**config.mk**
```make
export PLATFORM = sky130hd
export DESIGN_NAME = lms_update_ctrl_flat
export DESIGN_NICKNAME = d
export VERILOG_FILES = /design/src/rtl/lms_update_ctrl_pkg.sv /design/src/rtl/lms_update_ctrl_if.sv /design/src/rtl/lms_update_ctrl_iter_cnt.sv /design/src/rtl/lms_update_ctrl.sv /design/src/flat_wrapper.sv
export SDC_FILE = /design/constraint.sdc
export NUM_CORES = 1
export LEC_CHECK = 0
export ABC_AREA = 1
export BUFFER_PORTS_ARGS = -buffer_cell sky130_fd_sc_hd__buf_2
export CORE_MARGIN = 5
export CORE_UTILIZATION = 35
export DETAILED_ROUTE_END_ITERATION = 8
export HOLD_SLACK_MARGIN = 0.05
export PLACE_DENSITY_LB_ADDON = 0.25
export SYNTH_ARGS = -nofsm -noshare
export SYNTH_HDL_FRONTEND = slang
export SYNTH_HIERARCHICAL = 1
export SYNTH_SLANG_ARGS = --single-unit
```
**constraint.sdc**
```tcl
create_clock -name clk -period 1.6 [get_ports clk]
set_input_delay 0.16 -clock clk [delete_from_list [all_inputs] [get_ports clk]]
set_output_delay 0.16 -clock clk [all_outputs]
set_load 0.03 [all_outputs]
```
**src/rtl/lms_update_ctrl_pkg.sv**
```systemverilog
// Shared types and default sizes for the LMS iteration controller.
package lms_ctrl_pkg;

  localparam int LMS_NTAPS  = 16;
  localparam int LMS_TAP_W  = 4;
  localparam int LMS_ITER_W = 16;

  typedef enum logic [2:0] {
    IDLE,
    SHIFT,
    MAC,
    SETTLE,
    ERR,
    UPD,
    OUT
  } lms_state_e;

endpackage

```
**src/rtl/lms_update_ctrl_if.sv**
```systemverilog
// Sample-in / result-out handshake between the LMS controller and its neighbours.
interface lms_ctrl_if;
  logic in_valid;
  logic in_ready;
  logic out_valid;
  logic out_ready;

  modport master (output in_valid, output out_ready, input in_ready, input out_valid);
  modport slave  (input in_valid, input out_ready, output in_ready, output out_valid);
endinterface

```
**src/rtl/lms_update_ctrl_iter_cnt.sv**
```systemverilog
// Saturating training-iteration counter with clear priority and limit compare.
module lms_iter_cnt
  import lms_ctrl_pkg::*;
#(
  parameter int ITER_W = LMS_ITER_W
) (
  input  logic              clk,
  input  logic              rstn,
  input  logic              clr,
  input  logic              inc,
  input  logic [ITER_W-1:0] limit,
  output logic [ITER_W-1:0] cnt,
  output logic              frozen
);

  always_ff @(posedge clk or negedge rstn) begin
    if (!rstn) begin
      cnt    <= '0;
      frozen <= 1'b0;
    end else if (clr) begin
      cnt    <= '0;
      frozen <= 1'b0;
    end else begin
      if (inc && (cnt != {ITER_W{1'b1}})) begin
        cnt <= cnt + ITER_W'(1);
      end
      // Compares the already-registered count, so frozen trails cnt by one cycle.
      frozen <= (limit != '0) && (cnt >= limit);
    end
  end

endmodule

```
**src/rtl/lms_update_ctrl.sv**
```systemverilog
// LMS iteration sequencer: sample handshake, tap MAC stepping, error latch, weight update.
// Optional LMS_CTRL_SETTLE_EN inserts a one-cycle pipeline drain state before ERR.
//
// state  | meaning
// IDLE   | in_ready=1, waiting for a sample
// SHIFT  | shift delay line, clear accumulator
// MAC    | accumulate tap tap_sel, NTAPS cycles
// SETTLE | multiplier/accumulator drain (LMS_CTRL_SETTLE_EN only)
// ERR    | latch error, decide on update
// UPD    | weight_cal_state pulse, count the update
// OUT    | out_valid held until out_ready
module lms_update_ctrl
  import lms_ctrl_pkg::*;
#(
  parameter int NTAPS  = LMS_NTAPS,
  parameter int TAP_W  = LMS_TAP_W,
  parameter int ITER_W = LMS_ITER_W
) (
  input  logic              clk,
  input  logic              rstn,
  lms_ctrl_if.slave         hs,
  input  logic              train_en,
  input  logic [ITER_W-1:0] iter_limit,
  input  logic              iter_clr,
  output logic              shift_en,
  output logic              acc_clr,
  output logic              acc_en,
  output logic [TAP_W-1:0]  tap_sel,
  output logic              err_latch,
  output logic              weight_cal_state,
  output logic [ITER_W-1:0] iter_cnt,
  output logic              frozen
);

  lms_state_e state;
  logic       in_ready_q;
  logic       out_valid_q;

  assign hs.in_ready  = in_ready_q;
  assign hs.out_valid = out_valid_q;

  always_ff @(posedge clk or negedge rstn) begin
    if (!rstn) begin
      state            <= IDLE;
      in_ready_q       <= 1'b1;
      out_valid_q      <= 1'b0;
      shift_en         <= 1'b0;
      acc_clr          <= 1'b0;
      acc_en           <= 1'b0;
      tap_sel          <= '0;
      err_latch        <= 1'b0;
      weight_cal_state <= 1'b0;
    end else begin
      shift_en         <= 1'b0;
      acc_clr          <= 1'b0;
      acc_en           <= 1'b0;
      err_latch        <= 1'b0;
      weight_cal_state <= 1'b0;
      case (state)
        IDLE: begin
          if (hs.in_valid) begin
            state      <= SHIFT;
            in_ready_q <= 1'b0;
            shift_en   <= 1'b1;
            acc_clr    <= 1'b1;
          end
        end
        SHIFT: begin
          state   <= MAC;
          acc_en  <= 1'b1;
          tap_sel <= '0;
        end
        MAC: begin
          if (tap_sel == TAP_W'(NTAPS - 1)) begin
            tap_sel <= '0;
`ifdef LMS_CTRL_SETTLE_EN
            state <= SETTLE;
`else
            state     <= ERR;
            err_latch <= 1'b1;
`endif
          end else begin
            tap_sel <= tap_sel + TAP_W'(1);
            acc_en  <= 1'b1;
          end
        end
        SETTLE: begin
          state     <= ERR;
          err_latch <= 1'b1;
        end
        ERR: begin
          if (train_en && !frozen) begin
            state            <= UPD;
            weight_cal_state <= 1'b1;
          end else begin
            state       <= OUT;
            out_valid_q <= 1'b1;
          end
        end
        UPD: begin
          state       <= OUT;
          out_valid_q <= 1'b1;
        end
        OUT: begin
          if (hs.out_ready) begin
            state       <= IDLE;
            out_valid_q <= 1'b0;
            in_ready_q  <= 1'b1;
          end
        end
        default: begin
          state       <= IDLE;
          out_valid_q <= 1'b0;
          in_ready_q  <= 1'b1;
          tap_sel     <= '0;
        end
      endcase
    end
  end

  // The registered update strobe is the increment, so the count lands as UPD exits.
  lms_iter_cnt #(.ITER_W(ITER_W)) u_iter_cnt (
    .clk    (clk),
    .rstn   (rstn),
    .clr    (iter_clr),
    .inc    (weight_cal_state),
    .limit  (iter_limit),
    .cnt    (iter_cnt),
    .frozen (frozen)
  );

endmodule

```
**src/flat_wrapper.sv**
```systemverilog
// flat-port wrapper written by rule: the top's interface ports become plain ports
module lms_update_ctrl_flat import lms_ctrl_pkg::*;
#(
  parameter int NTAPS  = LMS_NTAPS,
  parameter int TAP_W  = LMS_TAP_W,
  parameter int ITER_W = LMS_ITER_W
)
  (clk, rstn, train_en, iter_limit, iter_clr, shift_en, acc_clr, acc_en, tap_sel, err_latch, weight_cal_state, iter_cnt, frozen, hs_in_valid, hs_out_ready, hs_in_ready, hs_out_valid);
  lms_ctrl_if hs_i ();
  input  logic clk;
  input  logic rstn;
  input  logic train_en;
  input  logic [ITER_W-1:0] iter_limit;
  input  logic iter_clr;
  output logic shift_en;
  output logic acc_clr;
  output logic acc_en;
  output logic [TAP_W-1:0] tap_sel;
  output logic err_latch;
  output logic weight_cal_state;
  output logic [ITER_W-1:0] iter_cnt;
  output logic frozen;
  input wire logic [$bits(hs_i.in_valid)-1:0] hs_in_valid;
  input wire logic [$bits(hs_i.out_ready)-1:0] hs_out_ready;
  output wire logic [$bits(hs_i.in_ready)-1:0] hs_in_ready;
  output wire logic [$bits(hs_i.out_valid)-1:0] hs_out_valid;
  assign hs_i.in_valid = hs_in_valid;
  assign hs_i.out_ready = hs_out_ready;
  assign hs_in_ready = hs_i.in_ready;
  assign hs_out_valid = hs_i.out_valid;
  lms_update_ctrl #(.NTAPS(NTAPS), .TAP_W(TAP_W), .ITER_W(ITER_W)) u_core (.clk(clk), .rstn(rstn), .hs(hs_i), .train_en(train_en), .iter_limit(iter_limit), .iter_clr(iter_clr), .shift_en(shift_en), .acc_clr(acc_clr), .acc_en(acc_en), .tap_sel(tap_sel), .err_latch(err_latch), .weight_cal_state(weight_cal_state), .iter_cnt(iter_cnt), .frozen(frozen));
endmodule
```
; ---- Word-level counts from Yosys, hierarchy flattened
; Index checks and enable logic that the tools add are counted.
; Widths: inputs -> output; s select.
[totals]
in_bits = 22
ff_bits = 30
output_inout_bits = 28
word_cells = 64
[op_classes]
n_eq_ne = 12
n_reduce_logical = 13
magnitude_cmp = 1
muxes = 24
bitwise = 2
add_sub_neg = 2
[ops]
columns = operator, count
row1 = $mux 16, 2
row2 = $pmux 3 s7, 1
row3 = $add 16x1->16 const B, 1
row4 = $ge 16x16->1, 1
row5 = $ne 16x16->1 const B, 1
row6 = $reduce_bool 16->1, 1
row7 = $mux 1, 11
row8 = $reduce_or 5->1, 2
row9 = $eq 3x3->1 const B, 3
row10 = $mux 3, 3
row11 = $reduce_and 3->1, 3
row12 = $pmux 4 s2, 1
row13 = $eq 3x2->1 const B, 2
row14 = $ne 2x2->1 const B, 3
row15 = $add 4x1->4 const B, 1
row16 = $eq 4x4->1 const B, 1
row17 = $mux 4, 1
row18 = $pmux 1 s2, 2
row19 = $pmux 1 s4, 1
row20 = $reduce_or 4->1, 1
row21 = $eq 3x1->1 const B, 1
row22 = $logic_and 1x1->1, 3
row23 = $logic_not 3->1, 1
row24 = $pmux 1 s3, 1
row25 = other kinds (5), 6

; ---- Longest topological paths before layout
; Gate-level depths: netlist of the first run.
[depth]
depth_word = 4
ltp_mapped = 11
ltp_nobuf = 11

; ---- Modules after synthesis
; The synthesis of the first run kept the hierarchy.
[by_module_without_submodules]
columns = module, area_each_um2, instances, cells_each, seq_area_each_um2
row1 = lms_iter_cnt, 1551.5, 1, 221, 425.4
row2 = lms_update_ctrl, 644.4, 1, 77, 326.6

; ---- Worst setup path after synthesis of the first run
; OpenSTA, ideal clock, no wires.
[synth_timing]
path_kind = register to register
from = reg u_core.u_iter_cnt.cnt[1]
to = reg u_core.u_iter_cnt.cnt[12]
stages_incl_launch_ff = 11
required_time_ps = 1526
n_path_buf = 1
t_arrival_ps = 1716
path_slack_ps = -190
setup_ps = 74
synth_period_minus_slack_ps = 1790
path_cell_list = dfrtp_1 -> ha_1 -> inv_1 -> nor2_4 -> nand2_2 -> nor2_2 -> nor2_4 -> nor2_8 -> buf_6 -> nand2_1 -> o21ai_2
[synth_via]
elab_chain_len = 3
word_cells_on_any_way = 6
cone_classes = add/sub (1) / eq/ne (1) / mux (2) / reduce/logical (2)
[synth_rtl]
columns = item, line_no
row1 = start: declaration, lms_update_ctrl_iter_cnt.sv:12  ; output logic [ITER_W-1:0] cnt,
row2 = start signal: assignment, lms_update_ctrl_iter_cnt.sv:25  ; cnt <= cnt + ITER_W'(1);
row3 = $add 16x1->16 / $ne 16x16->1 (equally long branches), "lms_update_ctrl_iter_cnt.sv:25, lms_update_ctrl_iter_cnt.sv:24"
row4 = $mux 16 / $logic_and 1x1->1 (equally long branches), lms_update_ctrl_iter_cnt.sv:24  ; if (inc && (cnt != {ITER_W{1'b1}})) begin
row5 = $mux 16 / $reduce_bool 2->1 (equally long branches), n/a
; Parallel ways exist; a longest one is shown, timed or not. The select of a mux whose other input is x is not followed.
; A chain may end at the register's enable or synchronous reset.

; ---- Worst setup path after layout of the first run
[layout_timing]
from = reg u_core.u_iter_cnt.cnt[1]
to = reg u_core.u_iter_cnt.cnt[3]
; Same word-level chain as after synthesis.

==> results.yml, run 1 <==
sta:
  setup-violations-final: 0
  setup_slack_ps: 104
  timing.slew.headroom_pct: 67.1
  totalNegativeSetupSlack_ps: 0
  fin_crit_ps: 1500
  maxSlewViolCount: 0
  timing.hold.ws_ps: 134
  max_freq_mhz: 669
  hold_viol: 0
  rsz0062_at_grt: "no"
  fin_worst_skew_ps: 2.19
  worstMarginPinSlew_ps: 494
  post-route-period-util_pct: 93.5
grt:
  pin_count_of_the_biggest_net_entering_global_routing: 24
  grt_overflow_total: 0
  first_global_vias: 1879
  antenna_violations_before_repair: 0
  grt.total_usage_pct: 14.3
  first_pass_grt_wire_length_um: 8850
floorplan:
  die_area_um2: 7960
  core_um2: 6030
  die_w_um: 89.2
  die_height_um: 89.2
  std_cell_rows: 28
  io_pins: 50
  start_util_pct: 36.4
detailed_routing:
  routed_wirelength_um: 5520
  vias_per_cell: 4.76
  drcViolationCount: 0
  num_vias: 2110
  post_drt_wl_per_cell_um: 12.5
  drt_pre_antenna_iters: 4
  final_antenna_net_count: 0
  drt_iter0_markers: 78
placed_design:
  place_congestion: 0.830
  place_inst: 431
  preCtsSetupSlack_ps: 21.2
  numPortBuffers: 49
  instance_area_after_placement_um2: 2620
  place_hpwl_um: 4190
outcome:
  status: "completed"
clock_network:
  clock_latency_ps: 280
  cts_made_buffers: 5
  clock_sinks: 30
  htree_levels: 2
  root_driver: "sky130_fd_sc_hd__clkbuf_8"
  tritoncts_clock_tree: "done"
  clock_tree.buffer_depth: 2
  clkTransAtPathRegs_ps: 60
setup_path:
  path_buf_inv: 2
  regToRegEndpoint: "u_core/u_iter_cnt/cnt[3]"
  path_cells: "ha_4, inv_2, nor2_4, nand2_2, nor2_4, nor2_4, buf_4, nand3b_1, nand2_1"
  regToRegStartpoint: "u_core/u_iter_cnt/cnt[1]"
  timing.reg2reg.setup_slack_ps: 100
  most_repeated_library_cell_on_the_critical_path: "sky130_fd_sc_hd__nor2_4"
  worst-path-max-fanout: 9
  delay_of_the_slowest_cell_on_the_worst_path_ps: 450
  crit_path_top_delay_cell: "sky130_fd_sc_hd__dfrtp_2"
  worstPathRequired_ps: 1820
  worstSetupStartpointType: "register"
  timing.reg2reg.worst_path_depth: 9
  timing.critical_path.to_type: "register"
  cp_top_family: "simple AND/OR/NAND/NOR gates"
  worst_ep_arrival_time_ps: 1710
  worst-setup-path-type: "reg -> reg"
logic_synthesis:
  cell_type_with_the_highest_aggregate_area_in_the_netlist: "sky130_fd_sc_hd__dfrtp_1"
  mappedNetlistArea_um2: 2200
  yosysTopAreaCellShare_pct: 33.0
  synth_cell_type_count: 34
  syn_nets: 338
  synthTopCellsByArea: "sky130_fd_sc_hd__dfrtp_1 33%, sky130_fd_sc_hd__nand2_1 14%, sky130_fd_sc_hd__ha_1 10%"
  yosysWarningCount: 6
  yosysMostFrequentCell: "sky130_fd_sc_hd__nand2_1"
  postSynthRegisterBits: 30
  syn_inst: 298
  top_ff_cell_synth: "sky130_fd_sc_hd__dfrtp_1"
  synth_enable_flop_cells: 0
  yosys-top-cells-count: "83 x sky130_fd_sc_hd__nand2_1, 37 x sky130_fd_sc_hd__inv_1, 29 x sky130_fd_sc_hd__dfrtp_1, 29 x sky130_fd_sc_hd__nand3_1, 26 x sky130_fd_sc_hd__nor2_1"
  yosysSeqAreaShare_pct: 34.2
  fraction_of_registers_with_async_set_reset_pct: 100
  syn_area_per_cell_um2: 7.37
worst_hold_path:
  hold_path_depth: 3
  holdCritStartpoint: "hs_in_valid"
  holdCritPathClass: "in -> reg"
  hold-path-endpoint: "u_core/acc_clr"
power:
  intPower_mw: 1.58
  switching_power_mw: 1.11
  power.density_cell_area_nw_per_um2: 969
  vdd_drop_max_v: 0.000632
  totalPowerFinal_mw: 2.68
  clock_power_share_pct: 23.4
  combinational_cell_fraction_of_total_power_pct: 37.5
  power.leakage_nw: 1.53
  power.sequential.fraction_pct: 39.1
  switching_share_pct: 41.2
final_layout:
  syn2layout_area_growth_pct: 26.0
  final-instance-count-excl-fill: 443
  layout.cell_area.non_filler_um2: 2770
  utilization_after_layout_pct: 45.9
  nNetsFinal: 407
  diodes: 0
  layout-drive-gt1-share_pct: 28.8
flow_run:
  cap_viol_max_count: 0
[per-layer routing]
layer	up-vias	wire [um]	GRT usage, %
met5	-	0	0
met4	0	61	4.33
met3	8	224	2.76
met2	33	2600	22.0
met1	966	2630	20.3
li1	1103	-	-
[cell usage in the layout, fill, tap and decap left out, types with 6 or more instances in the layout]
cell / count
sky130_fd_sc_hd__buf_2: 49
sky130_fd_sc_hd__nand4_1: 9
sky130_fd_sc_hd__buf_4: 15
sky130_fd_sc_hd__ha_1: 17
sky130_fd_sc_hd__a21oi_1: 7
sky130_fd_sc_hd__dfrtp_1: 23
sky130_fd_sc_hd__nand2_1: 83
sky130_fd_sc_hd__nor2_1: 26
sky130_fd_sc_hd__nand3_1: 29
sky130_fd_sc_hd__inv_1: 36
sky130_fd_sc_hd__dfrtp_2: 6
sky130_fd_sc_hd__o21ai_0: 7
sky130_fd_sc_hd__xor2_1: 6
sky130_fd_sc_hd__clkbuf_8: 6
sky130_fd_sc_hd__o21ai_2: 6
[power groups by stage]
stage	registers, mW	logic, mW	clock network (mW)
2_1_floorplan	1.19	0.600	0
3_3_place_gp	1.06	0.959	0
3_5_place_dp	1.06	0.972	0
4_1_cts	1.05	0.975	0.647
5_1_grt	1.07	1.14	0.685
6_report	1.05	1.01	0.627
[worst reg2reg max path, cell delays in order, from the launching register on]
cell	delay, ps
sky130_fd_sc_hd__dfrtp_2	450
sky130_fd_sc_hd__ha_4	190
sky130_fd_sc_hd__inv_2	60
sky130_fd_sc_hd__nor2_4	40
sky130_fd_sc_hd__nand2_2	80
sky130_fd_sc_hd__nor2_4	50
sky130_fd_sc_hd__nor2_4	190
sky130_fd_sc_hd__buf_4	220
sky130_fd_sc_hd__nand3b_1	90
sky130_fd_sc_hd__nand2_1	70
[layout make-up]
cell class | count | area (um2)
repair buffers | 66 | 388
clock inverters | 1 | 5.00
fillers | 598 | 3260
multi-input cells | 223 | 1280
clock buffers | 7 | 86.3
flip-flops and latches | 30 | 759
well taps | 75 | 93.8
inverters | 41 | 156
[worst max path at each step]
stage	cells past startpoint	endpoint	startpoint	slack (ps)
5_1_grt	9	u_core/u_iter_cnt/cnt[5]	u_core/u_iter_cnt/cnt[1]	20
6_report	9	u_core/u_iter_cnt/cnt[3]	u_core/u_iter_cnt/cnt[1]	100
4_1_cts	8	u_core/u_iter_cnt/cnt[8]	u_core/u_iter_cnt/cnt[1]	10
3_3_place_gp	8	u_core/u_iter_cnt/cnt[8]	u_core/u_iter_cnt/cnt[1]	80
3_5_place_dp	8	u_core/u_iter_cnt/cnt[8]	u_core/u_iter_cnt/cnt[1]	20
2_1_floorplan	10	u_core/u_iter_cnt/cnt[7]	u_core/u_iter_cnt/cnt[1]	3
[flip-flops by register name, indices dropped and copies added (netlist names)]
| register | count |
|---|---|
| u_core/state | 3 |
| u_core/hs.in_ready | 1 |
| u_core/acc_clr | 1 |
| u_core/acc_en | 1 |
| u_core/hs.out_valid | 1 |
| u_core/u_iter_cnt/cnt | 16 |
| u_core/weight_cal_state | 1 |
| u_core/err_latch | 1 |
| u_core/tap_sel | 4 |
| u_core/u_iter_cnt/frozen | 1 |
[cells by family (layout without fill, tap and decap cells)]
group                    count (synthesis)  after routing  share of synthesized area (%)
flip-flops                              30             30                           34.2
adder cells (fa/ha/maj)                 18             18                           10.3
AO/OA/AOI/OAI                           28             28                           8.09
AND/OR/NAND/NOR                        169            170                           35.6
buffers and inverters                   46            115                           9.00
XOR/XNOR                                 7              7                           2.79
[what timing repair did]
item / in CTS / in global routing
resized for setup: 0 / 1
endpoints found under the hold margin: 18 / 0
buffers inserted: 0 / 2
setup endpoints to repair: 0 / 17
hold buffers: 1 / 0
Note: power is estimated with default switching activity, not from simulation.
==> run 2: changes to the inputs <==
- ABC_AREA: 1 -> not set
==> run 2 against run 1 <==
- the flow now finishes with violations (setup timing)
- hold slack improved by 39 ps
- worst setup slack got worse by 220 ps
- core utilization increased by 4.8 points
- non-clock buffer count increased by 26
- maximum frequency decreased by 13%
- critical path type unchanged
- largest cell class unchanged
==> results.yml, run 2 <==
power:
  combinational_cell_fraction_of_total_power_pct: 35.3
  switching_power_mw: 1.07
  power.leakage_nw: 1.47
  vdd_drop_max_v: 0.000640
  clock_power_share_pct: 24.0
  switching_share_pct: 39.5
  intPower_mw: 1.63
  power.density_cell_area_nw_per_um2: 911
  power.sequential.fraction_pct: 40.7
floorplan:
  die_area_um2: 7560
  std_cell_rows: 28
  die_height_um: 87.0
  io_pins: 50
  core_um2: 5850
  die_w_um: 87.0
  start_util_pct: 35.4
setup_path:
  worstSetupStartpointType: "register"
  timing.reg2reg.worst_path_depth: 7
  path_buf_inv: 2
  cp_top_family: "compound AO/OA/AOI/OAI gates"
  crit_path_top_delay_cell: "sky130_fd_sc_hd__dfrtp_2"
  worst-path-max-fanout: 3
  worst_ep_arrival_time_ps: 1880
  delay_of_the_slowest_cell_on_the_worst_path_ps: 440
  timing.critical_path.to_type: "register"
  worstPathRequired_ps: 1770
  worstSetupPathDepth: 7
  path_cells: "buf_6, inv_4, ha_4, nand2b_4, a2111o_1, a31o_2, o2bb2ai_2"
  worst-setup-path-type: "reg -> reg"
logic_synthesis:
  synthTopCellsByArea: "sky130_fd_sc_hd__dfrtp_1 35%, sky130_fd_sc_hd__ha_1 11%, sky130_fd_sc_hd__a21oi_1 5.1%"
  syn_area_per_cell_um2: 9.21
  synth_enable_flop_cells: 0
  yosysSeqAreaShare_pct: 36.3
  yosys-top-cells-count: "29 x sky130_fd_sc_hd__dfrtp_1, 24 x sky130_fd_sc_hd__inv_1, 21 x sky130_fd_sc_hd__a21oi_1, 18 x sky130_fd_sc_hd__ha_1, 16 x sky130_fd_sc_hd__nand2_1"
  syn_nets: 265
  syn_inst: 225
  fraction_of_registers_with_async_set_reset_pct: 100
  mappedNetlistArea_um2: 2070
  top_ff_cell_synth: "sky130_fd_sc_hd__dfrtp_1"
  yosysWarningCount: 6
  yosysMostFrequentCell: "sky130_fd_sc_hd__dfrtp_1"
  postSynthRegisterBits: 30
  yosysTopAreaCellShare_pct: 35.0
  synth_cell_type_count: 55
  cell_type_with_the_highest_aggregate_area_in_the_netlist: "sky130_fd_sc_hd__dfrtp_1"
worst_hold_path:
  hold_path_depth: 3
  holdCritPathClass: "in -> reg"
final_layout:
  final_common_cell: "sky130_fd_sc_hd__buf_2"
  multi_input_area_um2: 1320
  nNetsFinal: 357
  mostFrequentLayoutCells: "49 x sky130_fd_sc_hd__buf_2, 35 x sky130_fd_sc_hd__buf_4, 23 x sky130_fd_sc_hd__inv_1"
  final-instance-count-excl-fill: 393
  utilization_after_layout_pct: 50.7
  layout.cell_area.non_filler_um2: 2970
  filler_cell_count: 541
  diodes: 0
  seq_area_um2: 768
  syn2layout_area_growth_pct: 43.1
  biggestRegsByFlops: "u_core/u_iter_cnt/cnt (16), u_core/tap_sel (4), u_core/state (3)"
  layout-drive-gt1-share_pct: 48.1
  largest_register_ff_count: 16
  max_flop_register: "u_core/u_iter_cnt/cnt"
placed_design:
  place_hpwl_um: 4300
  place_congestion: 0.821
  preCtsSetupSlack_ps: -167
  instance_area_after_placement_um2: 2660
  place_inst: 376
  numPortBuffers: 49
clock_network:
  cts_made_buffers: 5
  clkTransAtPathRegs_ps: 70
  clock_tree.buffer_depth: 2
  tritoncts_clock_tree: "done"
  clock_latency_ps: 280
  root_driver: "sky130_fd_sc_hd__clkbuf_8"
  clock_sinks: 30
  htree_levels: 2
detailed_routing:
  final_antenna_net_count: 0
  route.met2.wl_um: 2800
  drt_iter0_markers: 81
  route.top_layer_used: "met4"
  wl_met1_um: 2660
  post_drt_wl_per_cell_um: 14.5
  num_vias: 1995
  drcViolationCount: 0
  drt_pre_antenna_iters: 4
  vias_per_cell: 5.08
  detailroute.wirelength.met3_um: 224
  routed_wirelength_um: 5710
sta:
  setup-violations-final: 9
  setup_slack_ps: -114
  fin_crit_ps: 1710
  post-route-period-util_pct: 107
  hold_viol: 0
  rsz0062_at_grt: "yes"
  max_freq_mhz: 583
  fin_worst_skew_ps: 7.12
  maxSlewViolCount: 0
  timing.slew.headroom_pct: 53.0
  worstMarginPinSlew_ps: 699
grt:
  grt.total_usage_pct: 15.8
  first_global_vias: 1975
  first_pass_grt_wire_length_um: 9510
  pin_count_of_the_biggest_net_entering_global_routing: 31
  grt_overflow_total: 0
  antenna_violations_before_repair: 0
outcome:
  status: "finished with violations"
  failed_checks: "setup timing"
flow_run:
  cap_viol_max_count: 0
[run 2: cell types whose count changed after synthesis, moves of 5 or more]
| cell | before | now |
|---|---|---|
| sky130_fd_sc_hd__a21oi_1 | 8 | 21 |
| sky130_fd_sc_hd__nor2b_1 | 0 | 5 |
| sky130_fd_sc_hd__nand3_1 | 29 | 6 |
| sky130_fd_sc_hd__nand2_1 | 83 | 16 |
| sky130_fd_sc_hd__nor2_1 | 26 | 10 |
| sky130_fd_sc_hd__nand4_1 | 9 | 3 |
| sky130_fd_sc_hd__inv_1 | 37 | 24 |
| sky130_fd_sc_hd__o21ai_2 | 6 | 0 |
| sky130_fd_sc_hd__nand2b_1 | 0 | 6 |
| sky130_fd_sc_hd__xor2_1 | 6 | 0 |
| sky130_fd_sc_hd__nor4_1 | 2 | 8 |
[run 2: final cells by class]
type / instances / area share [%]
inverters: 24 / 3.12
repair buffers: 92 / 20.1
well taps: 75 / 3.16
clock inverters: 2 / 0.422
flip-flops and latches: 30 / 25.9
clock buffers: 6 / 2.78
multi-input cells: 164 / 44.5
[run 2: worst min-delay path, delay by kind of cell]
| family | cells | cell delay, ps |
|---|---|---|
| buffers and inverters | 1 | 110 |
| and+or+nand+nor | 2 | 150 |
[run 2: per-stage QoR]
stage	hold slack, ps	TNS, ps	total power, mW
floorplan	-136	-656	1.83
global placement	243	-413	2.02
detailed placement	245	-809	2.03
CTS	161	-950	2.73
global route	173	-1320	2.88
finish	173	-649	2.70
[run 2: logic make-up after synthesis]
| kind of cell | synth area share [%] |
|---|---|
| DFF | 36.3 |
| buffers and inverters | 7.06 |
| muxes | 2.78 |
| adders and majority gates | 10.9 |
| AOI/OAI and AO/OA | 18.1 |
| and+or+nand+nor | 24.9 |
[run 2: repair_timing]
item	4_1_cts	5_1_grt
endpoints found under the setup margin	11	17
pin swaps	13	5
endpoints found under the hold margin	29	0
buffers inserted	8	0
resized for setup	20	10
hold buffers	1	0
[run 2: metal layers]
layer	track usage (%)	up-vias
met5	0	-
met4	2.97	0
met3	3.69	2
met2	25.7	34
met1	21.4	955
li1	-	1004
[run 2: final timing paths]
check | startpoint | endpoint | slack (ps)
setup / recovery | u_core/u_iter_cnt/cnt[0] | u_core/u_iter_cnt/frozen | -110
hold / removal | hs_in_valid | u_core/acc_clr | 170
setup reg to reg | u_core/u_iter_cnt/cnt[0] | u_core/u_iter_cnt/frozen | -110
hold reg to reg | u_core/hs.out_valid | u_core/hs.out_valid | 520
max in group asynchronous | rstn | u_core/u_iter_cnt/cnt[1] | 640
min in group asynchronous | rstn | u_core/tap_sel[3] | 460
[run 2: power by group through the flow]
stage | combinational (mW) | clock, mW | sequential, mW
final | 0.954 | 0.649 | 1.10
after global routing | 1.05 | 0.699 | 1.13
after CTS | 0.955 | 0.669 | 1.10
after detailed placement | 0.911 | 0 | 1.12
after global placement | 0.905 | 0 | 1.11
after floorplan | 0.600 | 0 | 1.23
